`src/rtl/fetch_sequencer_if.sv`:
```
`default_nettype none
// ============================================================================
// Module   : fetch_sequencer_if
// Brief    : Host-byte / fetch-control bundle between the sequencer and its peers.
// Revision : 1.0
// ============================================================================
interface fetch_sequencer_if #(
    parameter int INSTMEM_SIZE = 8,
    parameter int MEM_SIZE     = 8
);
    logic [7:0]              i_rx_data;
    logic                    i_rx_valid;
    logic                    i_halt;
    logic                    o_pc_reset;
    logic                    o_pc_enable;
    logic                    o_instru_mem_enable;
    logic                    o_read_enable;
    logic                    o_write_enable;
    logic [MEM_SIZE-1:0]     o_write_data;
    logic [INSTMEM_SIZE-1:0] o_write_addr;
    logic [2:0]              o_state;
    logic                    o_load_done;
    logic                    o_done;

    modport slave (
        input  i_rx_data, i_rx_valid, i_halt,
        output o_pc_reset, o_pc_enable, o_instru_mem_enable, o_read_enable,
               o_write_enable, o_write_data, o_write_addr, o_state,
               o_load_done, o_done
    );

    modport master (
        output i_rx_data, i_rx_valid, i_halt,
        input  o_pc_reset, o_pc_enable, o_instru_mem_enable, o_read_enable,
               o_write_enable, o_write_data, o_write_addr, o_state,
               o_load_done, o_done
    );
endinterface
`default_nettype wire

```
`src/rtl/fetch_sequencer.sv`:
```
`default_nettype none
// ============================================================================
// Module   : fetch_sequencer
// Brief    : Host byte-command sequencer: loads instruction memory, then runs
//            the fetch stage continuously or single-stepped until HALT.
// Revision : 1.0
// ============================================================================
module fetch_sequencer #(
    parameter int         INSTMEM_SIZE = 8,
    parameter int         MEM_SIZE     = 8,
    parameter logic [7:0] CMD_LOAD     = 8'h4C,
    parameter logic [7:0] CMD_CONT     = 8'h43,
    parameter logic [7:0] CMD_STEP     = 8'h53,
    parameter logic [7:0] CMD_NEXT     = 8'h4E,
    parameter logic [7:0] CMD_RESET    = 8'h52
) (
    input  wire logic         i_clock,
    input  wire logic         i_reset,
    fetch_sequencer_if.slave  bus
);

    typedef enum logic [2:0] {
        S_IDLE  = 3'd0,
        S_LOAD  = 3'd1,
        S_READY = 3'd2,
        S_RUN   = 3'd3,
        S_STEP  = 3'd4,
        S_DONE  = 3'd5
    } state_t;

    localparam logic [7:0] c_HALT_BYTE = 8'hFF;

    state_t                  r_state, w_next;
    logic [INSTMEM_SIZE-1:0] r_addr, w_addr_next, w_addr_inc;
    logic [1:0]              r_ff_cnt, w_ff_cnt_next;
    logic                    r_load_end, w_load_end_next;
    logic                    w_step_pulse, w_we_next;
    logic [MEM_SIZE-1:0]     r_wdata, w_wdata_next;
    logic [INSTMEM_SIZE-1:0] r_waddr, w_waddr_next;
    logic                    r_pc_reset, r_pc_enable, r_mem_en, r_rd_en, r_we;
    logic                    r_load_done, r_done;
    logic                    w_rx_ff;

    assign w_addr_inc = r_addr + 1'b1;
    assign w_rx_ff    = (bus.i_rx_data == c_HALT_BYTE);

    always_comb begin
        w_next          = r_state;
        w_addr_next     = r_addr;
        w_ff_cnt_next   = r_ff_cnt;
        w_load_end_next = r_load_end;
        w_we_next       = 1'b0;
        w_wdata_next    = r_wdata;
        w_waddr_next    = r_waddr;
        w_step_pulse    = 1'b0;
        case (r_state)
            S_IDLE: begin
                if (bus.i_rx_valid && bus.i_rx_data == CMD_LOAD) begin
                    w_next          = S_LOAD;
                    w_addr_next     = '0;
                    w_ff_cnt_next   = 2'd0;
                    w_load_end_next = 1'b0;
                end
            end
            S_LOAD: begin
                // The terminating byte is written while still in LOAD; READY follows one cycle later.
                if (r_load_end) begin
                    w_next          = S_READY;
                    w_load_end_next = 1'b0;
                end else if (bus.i_rx_valid) begin
                    w_we_next     = 1'b1;
                    w_wdata_next  = MEM_SIZE'(bus.i_rx_data);
                    w_waddr_next  = r_addr;
                    w_addr_next   = w_addr_inc;
                    w_ff_cnt_next = w_rx_ff ? ((r_ff_cnt == 2'd3) ? 2'd3 : r_ff_cnt + 2'd1) : 2'd0;
                    if ((w_rx_ff && r_ff_cnt == 2'd3 && w_addr_inc[1:0] == 2'b00) ||
                        (r_addr == '1)) begin
                        w_load_end_next = 1'b1;
                    end
                end
            end
            S_READY: begin
                if (bus.i_rx_valid && bus.i_rx_data == CMD_CONT) begin
                    w_next = S_RUN;
                end else if (bus.i_rx_valid && bus.i_rx_data == CMD_STEP) begin
                    w_next = S_STEP;
                end
            end
            S_RUN: begin
                if (bus.i_halt) begin
                    w_next = S_DONE;
                end
            end
            S_STEP: begin
                if (bus.i_halt) begin
                    w_next = S_DONE;
                end else if (bus.i_rx_valid && bus.i_rx_data == CMD_NEXT) begin
                    w_step_pulse = 1'b1;
                end
            end
            S_DONE: begin
                if (bus.i_rx_valid && bus.i_rx_data == CMD_RESET) begin
                    w_next = S_IDLE;
                end
            end
            default: w_next = S_IDLE;
        endcase
    end

    always_ff @(posedge i_clock) begin
        if (i_reset) begin
            r_state     <= S_IDLE;
            r_addr      <= '0;
            r_ff_cnt    <= 2'd0;
            r_load_end  <= 1'b0;
            r_we        <= 1'b0;
            r_wdata     <= '0;
            r_waddr     <= '0;
            r_pc_reset  <= 1'b1;
            r_pc_enable <= 1'b0;
            r_mem_en    <= 1'b0;
            r_rd_en     <= 1'b0;
            r_load_done <= 1'b0;
            r_done      <= 1'b0;
        end else begin
            r_state     <= w_next;
            r_addr      <= w_addr_next;
            r_ff_cnt    <= w_ff_cnt_next;
            r_load_end  <= w_load_end_next;
            r_we        <= w_we_next;
            r_wdata     <= w_wdata_next;
            r_waddr     <= w_waddr_next;
            // Control outputs follow the state being entered so they change on the entry edge.
            r_pc_reset  <= (w_next == S_IDLE) || (w_next == S_LOAD) || (w_next == S_READY);
            r_pc_enable <= (w_next == S_RUN) || w_step_pulse;
            r_mem_en    <= (w_next != S_IDLE);
            r_rd_en     <= (w_next == S_READY) || (w_next == S_RUN) ||
                           (w_next == S_STEP)  || (w_next == S_DONE);
            r_load_done <= (w_next == S_READY) || (w_next == S_RUN) ||
                           (w_next == S_STEP)  || (w_next == S_DONE);
            r_done      <= (w_next == S_DONE);
        end
    end

    assign bus.o_state             = r_state;
    assign bus.o_pc_reset          = r_pc_reset;
    assign bus.o_pc_enable         = r_pc_enable;
    assign bus.o_instru_mem_enable = r_mem_en;
    assign bus.o_read_enable       = r_rd_en;
    assign bus.o_write_enable      = r_we;
    assign bus.o_write_data        = r_wdata;
    assign bus.o_write_addr        = r_waddr;
    assign bus.o_load_done         = r_load_done;
    assign bus.o_done              = r_done;

endmodule
`default_nettype wire

```
`src/flat_wrapper.sv`:
```
// flat-port wrapper written by rule: the top's interface ports become plain ports
module fetch_sequencer_flat 
#(
    parameter int         INSTMEM_SIZE = 8,
    parameter int         MEM_SIZE     = 8,
    parameter logic [7:0] CMD_LOAD     = 8'h4C,
    parameter logic [7:0] CMD_CONT     = 8'h43,
    parameter logic [7:0] CMD_STEP     = 8'h53,
    parameter logic [7:0] CMD_NEXT     = 8'h4E,
    parameter logic [7:0] CMD_RESET    = 8'h52
)
  (i_clock, i_reset, bus_i_rx_data, bus_i_rx_valid, bus_i_halt, bus_o_pc_reset, bus_o_pc_enable, bus_o_instru_mem_enable, bus_o_read_enable, bus_o_write_enable, bus_o_write_data, bus_o_write_addr, bus_o_state, bus_o_load_done, bus_o_done);
  fetch_sequencer_if #(.INSTMEM_SIZE(INSTMEM_SIZE), .MEM_SIZE(MEM_SIZE)) bus_i ();
  input  wire logic i_clock;
  input  wire logic i_reset;
  input wire logic [$bits(bus_i.i_rx_data)-1:0] bus_i_rx_data;
  input wire logic [$bits(bus_i.i_rx_valid)-1:0] bus_i_rx_valid;
  input wire logic [$bits(bus_i.i_halt)-1:0] bus_i_halt;
  output wire logic [$bits(bus_i.o_pc_reset)-1:0] bus_o_pc_reset;
  output wire logic [$bits(bus_i.o_pc_enable)-1:0] bus_o_pc_enable;
  output wire logic [$bits(bus_i.o_instru_mem_enable)-1:0] bus_o_instru_mem_enable;
  output wire logic [$bits(bus_i.o_read_enable)-1:0] bus_o_read_enable;
  output wire logic [$bits(bus_i.o_write_enable)-1:0] bus_o_write_enable;
  output wire logic [$bits(bus_i.o_write_data)-1:0] bus_o_write_data;
  output wire logic [$bits(bus_i.o_write_addr)-1:0] bus_o_write_addr;
  output wire logic [$bits(bus_i.o_state)-1:0] bus_o_state;
  output wire logic [$bits(bus_i.o_load_done)-1:0] bus_o_load_done;
  output wire logic [$bits(bus_i.o_done)-1:0] bus_o_done;
  assign bus_i.i_rx_data = bus_i_rx_data;
  assign bus_i.i_rx_valid = bus_i_rx_valid;
  assign bus_i.i_halt = bus_i_halt;
  assign bus_o_pc_reset = bus_i.o_pc_reset;
  assign bus_o_pc_enable = bus_i.o_pc_enable;
  assign bus_o_instru_mem_enable = bus_i.o_instru_mem_enable;
  assign bus_o_read_enable = bus_i.o_read_enable;
  assign bus_o_write_enable = bus_i.o_write_enable;
  assign bus_o_write_data = bus_i.o_write_data;
  assign bus_o_write_addr = bus_i.o_write_addr;
  assign bus_o_state = bus_i.o_state;
  assign bus_o_load_done = bus_i.o_load_done;
  assign bus_o_done = bus_i.o_done;
  fetch_sequencer #(.INSTMEM_SIZE(INSTMEM_SIZE), .MEM_SIZE(MEM_SIZE), .CMD_LOAD(CMD_LOAD), .CMD_CONT(CMD_CONT), .CMD_STEP(CMD_STEP), .CMD_NEXT(CMD_NEXT), .CMD_RESET(CMD_RESET)) u_core (.i_clock(i_clock), .i_reset(i_reset), .bus(bus_i));
endmodule
```
`config.mk`:
```
export PLATFORM = sky130hd
export DESIGN_NAME = fetch_sequencer_flat
export DESIGN_NICKNAME = d
export VERILOG_FILES = /design/src/rtl/fetch_sequencer_if.sv /design/src/rtl/fetch_sequencer.sv /design/src/flat_wrapper.sv
export SDC_FILE = /design/constraint.sdc
export NUM_CORES = 1
export LEC_CHECK = 0
export ABC_AREA = 0
export CORE_MARGIN = 5
export CORE_UTILIZATION = 30
export CTS_BUF_LIST = sky130_fd_sc_hd__clkbuf_8
export DETAILED_ROUTE_END_ITERATION = 8
export GPL_TIMING_DRIVEN = 0
export SLEW_MARGIN = 15
export SYNTH_ARGS = -nofsm -noshare
export SYNTH_HDL_FRONTEND = slang
export SYNTH_SLANG_ARGS = --single-unit
```
`constraint.sdc`:
```
create_clock -name i_clock -period 1.7 [get_ports i_clock]
set_input_delay 0.34 -clock i_clock [delete_from_list [all_inputs] [get_ports i_clock]]
set_output_delay 0.34 -clock i_clock [all_outputs]
set_load 0.005 [all_outputs]
```
==> impl_metrics.py <==
metrics = {
    "synth": {
        "synthArstFlopShare_pct": 0,
        "synth_cells": 190,
        "synth.avg_cell_area_um2": 8.36,
        "seq_area_frac_synth_pct": 45.4,
        "synth_edf_count": 0,
        "synthesis.area_um2": 1590,
        "synth_fp_nets": 204,
        "synth_flop_cell": "dfxtp_1",
        "yosysWarningCount": 0,
        "synth.distinct_cells": 41,
        "synth_seq_cells": 36,
    },
    "drt": {
        "ant_nets": 0,
        "wl_mm": 4.32,
        "first_iter_violations": 57,
        "routed_via_density": 4.80,
        "wire_per_inst_um": 13.8,
        "first_pass_iters": 4,
        "num_vias": 1503,
        "drcViolationCount": 0,
    },
    "placed_design": {
        "finalWeightedCongestion": 0.813,
        "portBuffers": 37,
        "dp.cells": 297,
        "hpwl_mm": 2.92,
    },
    "floorplan": {
        "die_h_um": 82.8,
        "coreArea_um2": 5140,
        "die_x_um": 82.8,
        "io-pin-count": 38,
        "rows": 26,
        "dieArea_um2": 6850,
        "start_util_pct": 30.9,
    },
    "outcome": {
        "status": "finished, violations left",
        "violations": "setup timing",
    },
    "cells_and_area": {
        "fin_cells": 313,
        "diodes": 0,
        "final_common_cell": "nand2_1",
        "fin_nets": 256,
        "fillerInstances": 530,
        "final_cell_mix": "nand2_1 (39), dfxtp_1 (33), clkdlybuf4s50_1 (28)",
        "drive_above_1_share_pct": 21.4,
        "area_growth_pct": 49.2,
    },
    "sta": {
        "slew_headroom_pct": 63.7,
        "fin_hold_ws_ns": 0.454,
        "tightest_slew_ns": 0.544,
        "slew_viol_final": 0,
        "final-hold-violation-count": 0,
        "layout_min_cycle_time_ns": 1.76,
        "clock_skew_ns": 0.00782,
        "setup_tns_ns": -0.705,
        "fmax_ghz": 0.567,
        "rsz0062_at_grt": "true",
        "fin_crit_sh_pct": 104,
        "layout_setup_ws_ns": -0.0643,
        "setup_viol": 21,
    },
    "critical_path": {
        "cp.depth": 6,
        "critPathMaxFanout": 5,
        "arrival_ns": 1.94,
        "reg2reg_depth": 6,
        "r2r_slack_ns": -0.06,
        "critPathBufInv": 1,
        "cp_slowest_cell": "or3b_4",
        "cp-startpoint": "u_core.bus.o_state[0]",
        "cp-start-kind": "flip-flop",
        "crit_family": "simple AND/OR/NAND/NOR gates",
        "crit_path_end_kind": "flip-flop",
        "r2r-start": "u_core.bus.o_state[0]",
        "max_stage_delay_ns": 0.39,
        "cp_cell_sequence": "or3b_4 > or3b_4 > buf_6 > a211oi_2 > xnor2_1 > nor2_1",
        "path_class": "reg -> reg",
        "worst_r2r_endpoint": "u_core.r_addr[7]",
        "path_common_cell": "or3b_4",
        "crit_required_ns": 1.87,
    },
    "flow_run": {
        "cap_violations": 0,
    },
    "worst_hold_path": {
        "hold_depth": 2,
        "hp-class": "reg -> reg",
        "holdPathEnd": "u_core.bus.o_write_data[4]",
        "min_from": "u_core.bus.o_write_data[4]",
    },
    "clock_tree": {
        "path_clk_slew_ns": 0.07,
        "numCtsBuffers": 5,
        "ctsHtreeMaxLevel": 2,
        "clock_latency_ns": 0.29,
        "cts_tree": "yes",
        "cts.sinks": 36,
        "root_buffer": "clkbuf_8",
        "clk_path_buf_depth": 2,
    },
    "global_routing": {
        "grt_pass1_wl_mm": 7.13,
        "grt_remaining_overflow": 0,
        "grtUsageTotal_pct": 13.5,
        "first_global_vias": 1488,
        "grt_max_degree": 12,
        "antenna_found_initial": 0,
    },
    "pwr": {
        "irDropWorstVdd_mv": 0.386,
        "p_per_area_nw_per_um2": 652,
        "p_leak_nw": 0.854,
    },
}
[power by group]
| group | leakage [nW] | switching [mW] | internal [mW] | total [mW] |
|---|---|---|---|---|
| clock | 0.0486 | 0.303 | 0.323 | 0.626 |
| combinational | 0.514 | 0.0466 | 0.0327 | 0.0793 |
| sequential | 0.292 | 0.000196 | 0.840 | 0.840 |
[tightest hold or removal path: cells and delay by family, from the launching register on]
| kind | cells | cell delay [ns] |
|---|---|---|
| AND/OR/NAND/NOR | 1 | 0.05 |
| flip-flops | 1 | 0.31 |
| AO/OA/AOI/OAI | 1 | 0.05 |
[metrics by stage]
step / total power, mW / worst slack, ns / utilization, % / area [um^2]
after floorplan: 0.886 / -0.0450 / - / 1610
after global placement: 0.933 / -0.777 / 40.3 / 2070
after detailed placement: 0.933 / -0.767 / 40.3 / 2070
after CTS: 1.56 / -0.0639 / 44.8 / 2300
after global routing: 1.61 / -0.113 / 46.1 / 2370
final: 1.55 / -0.0643 / 46.1 / 2370
[worst max path at each step]
stage / endpoint / slack, ns
after floorplan: u_core.r_addr[5] / -0.04
after global placement: u_core.bus.o_pc_enable / -0.78
after detailed placement: u_core.bus.o_pc_enable / -0.77
after CTS: u_core.bus.o_pc_reset / -0.06
after global routing: u_core.r_addr[7] / -0.11
final: u_core.r_addr[7] / -0.06
[cell usage after synthesis, types with 2 or more instances]
cell | n | share of area, %
nand2_1 | 43 | 10
dfxtp_1 | 36 | 45
a21oi_1 | 23 | 7.2
nor2_1 | 15 | 3.5
nand3_1 | 7 | 2.2
clkbuf_1 | 5 | 1.2
o21ai_0 | 5 | 1.6
xnor2_1 | 5 | 2.8
a31oi_1 | 3 | 1.2
inv_1 | 3 | 0.71
nor3b_1 | 3 | 1.4
nor4b_1 | 3 | 1.7
a211oi_1 | 2 | 0.94
a211oi_2 | 2 | 1.6
and2_1 | 2 | 0.79
and4b_1 | 2 | 1.3
buf_6 | 2 | 1.4
ha_1 | 2 | 1.6
nand4_1 | 2 | 0.79
nor2b_1 | 2 | 0.79
nor3_1 | 2 | 0.63
or3b_2 | 2 | 1.1
[area by class of cell]
cell class / instances / area, um^2 / area share (%)
Buffer: 8 / 73.8 / 3.11
Sequential cell: 36 / 729 / 30.8
Clock inverter: 2 / 11.3 / 0.475
Timing Repair Buffer: 45 / 437 / 18.4
Clock buffer: 6 / 82.6 / 3.48
Multi-Input combinational cell: 143 / 938 / 39.6
Inverter: 3 / 11.3 / 0.475
Tap cell: 70 / 87.6 / 3.69
[logic make-up after synthesis]
| logic type | Yosys count | synth area share, % |
|---|---|---|
| adder cells (fa/ha/maj) | 2 | 1.57 |
| flip-flops | 36 | 45.4 |
| AO/OA/AOI/OAI | 42 | 15.9 |
| AND/OR/NAND/NOR | 93 | 30.1 |
| XOR/XNOR | 6 | 3.31 |
| buffers and inverters | 11 | 3.78 |
[flip-flops by register name, summed over array words and instances (netlist names)]
signal / flops
u_core.bus.o_state: 3
u_core.bus.o_done: 1
u_core.bus.o_pc_enable: 1
u_core.bus.o_read_enable: 1
u_core.bus.o_write_data: 8
u_core.r_addr: 8
u_core.r_load_end: 1
u_core.bus.o_write_addr: 8
u_core.bus.o_write_enable: 1
u_core.bus.o_instru_mem_enable: 1
u_core.bus.o_pc_reset: 1
u_core.r_ff_cnt: 2
[layer usage]
metal / vias up / wire [um] / global-route usage (%)
met5: - / 0 / 0
met4: 0 / 42 / 3.92
met3: 5 / 192 / 3.56
met2: 27 / 2130 / 23.4
met1: 707 / 1960 / 16.5
li1: 764 / - / -
[repair_timing]
action                     4_1_cts  5_1_grt
buffers inserted                 6        0
gates resized for setup         34       15
hold buffers                     0        0
pin swaps                        6        4
setup endpoints to repair       34       29
cloned                           0        2
No activity file was read; power rests on OpenSTA's default activity.
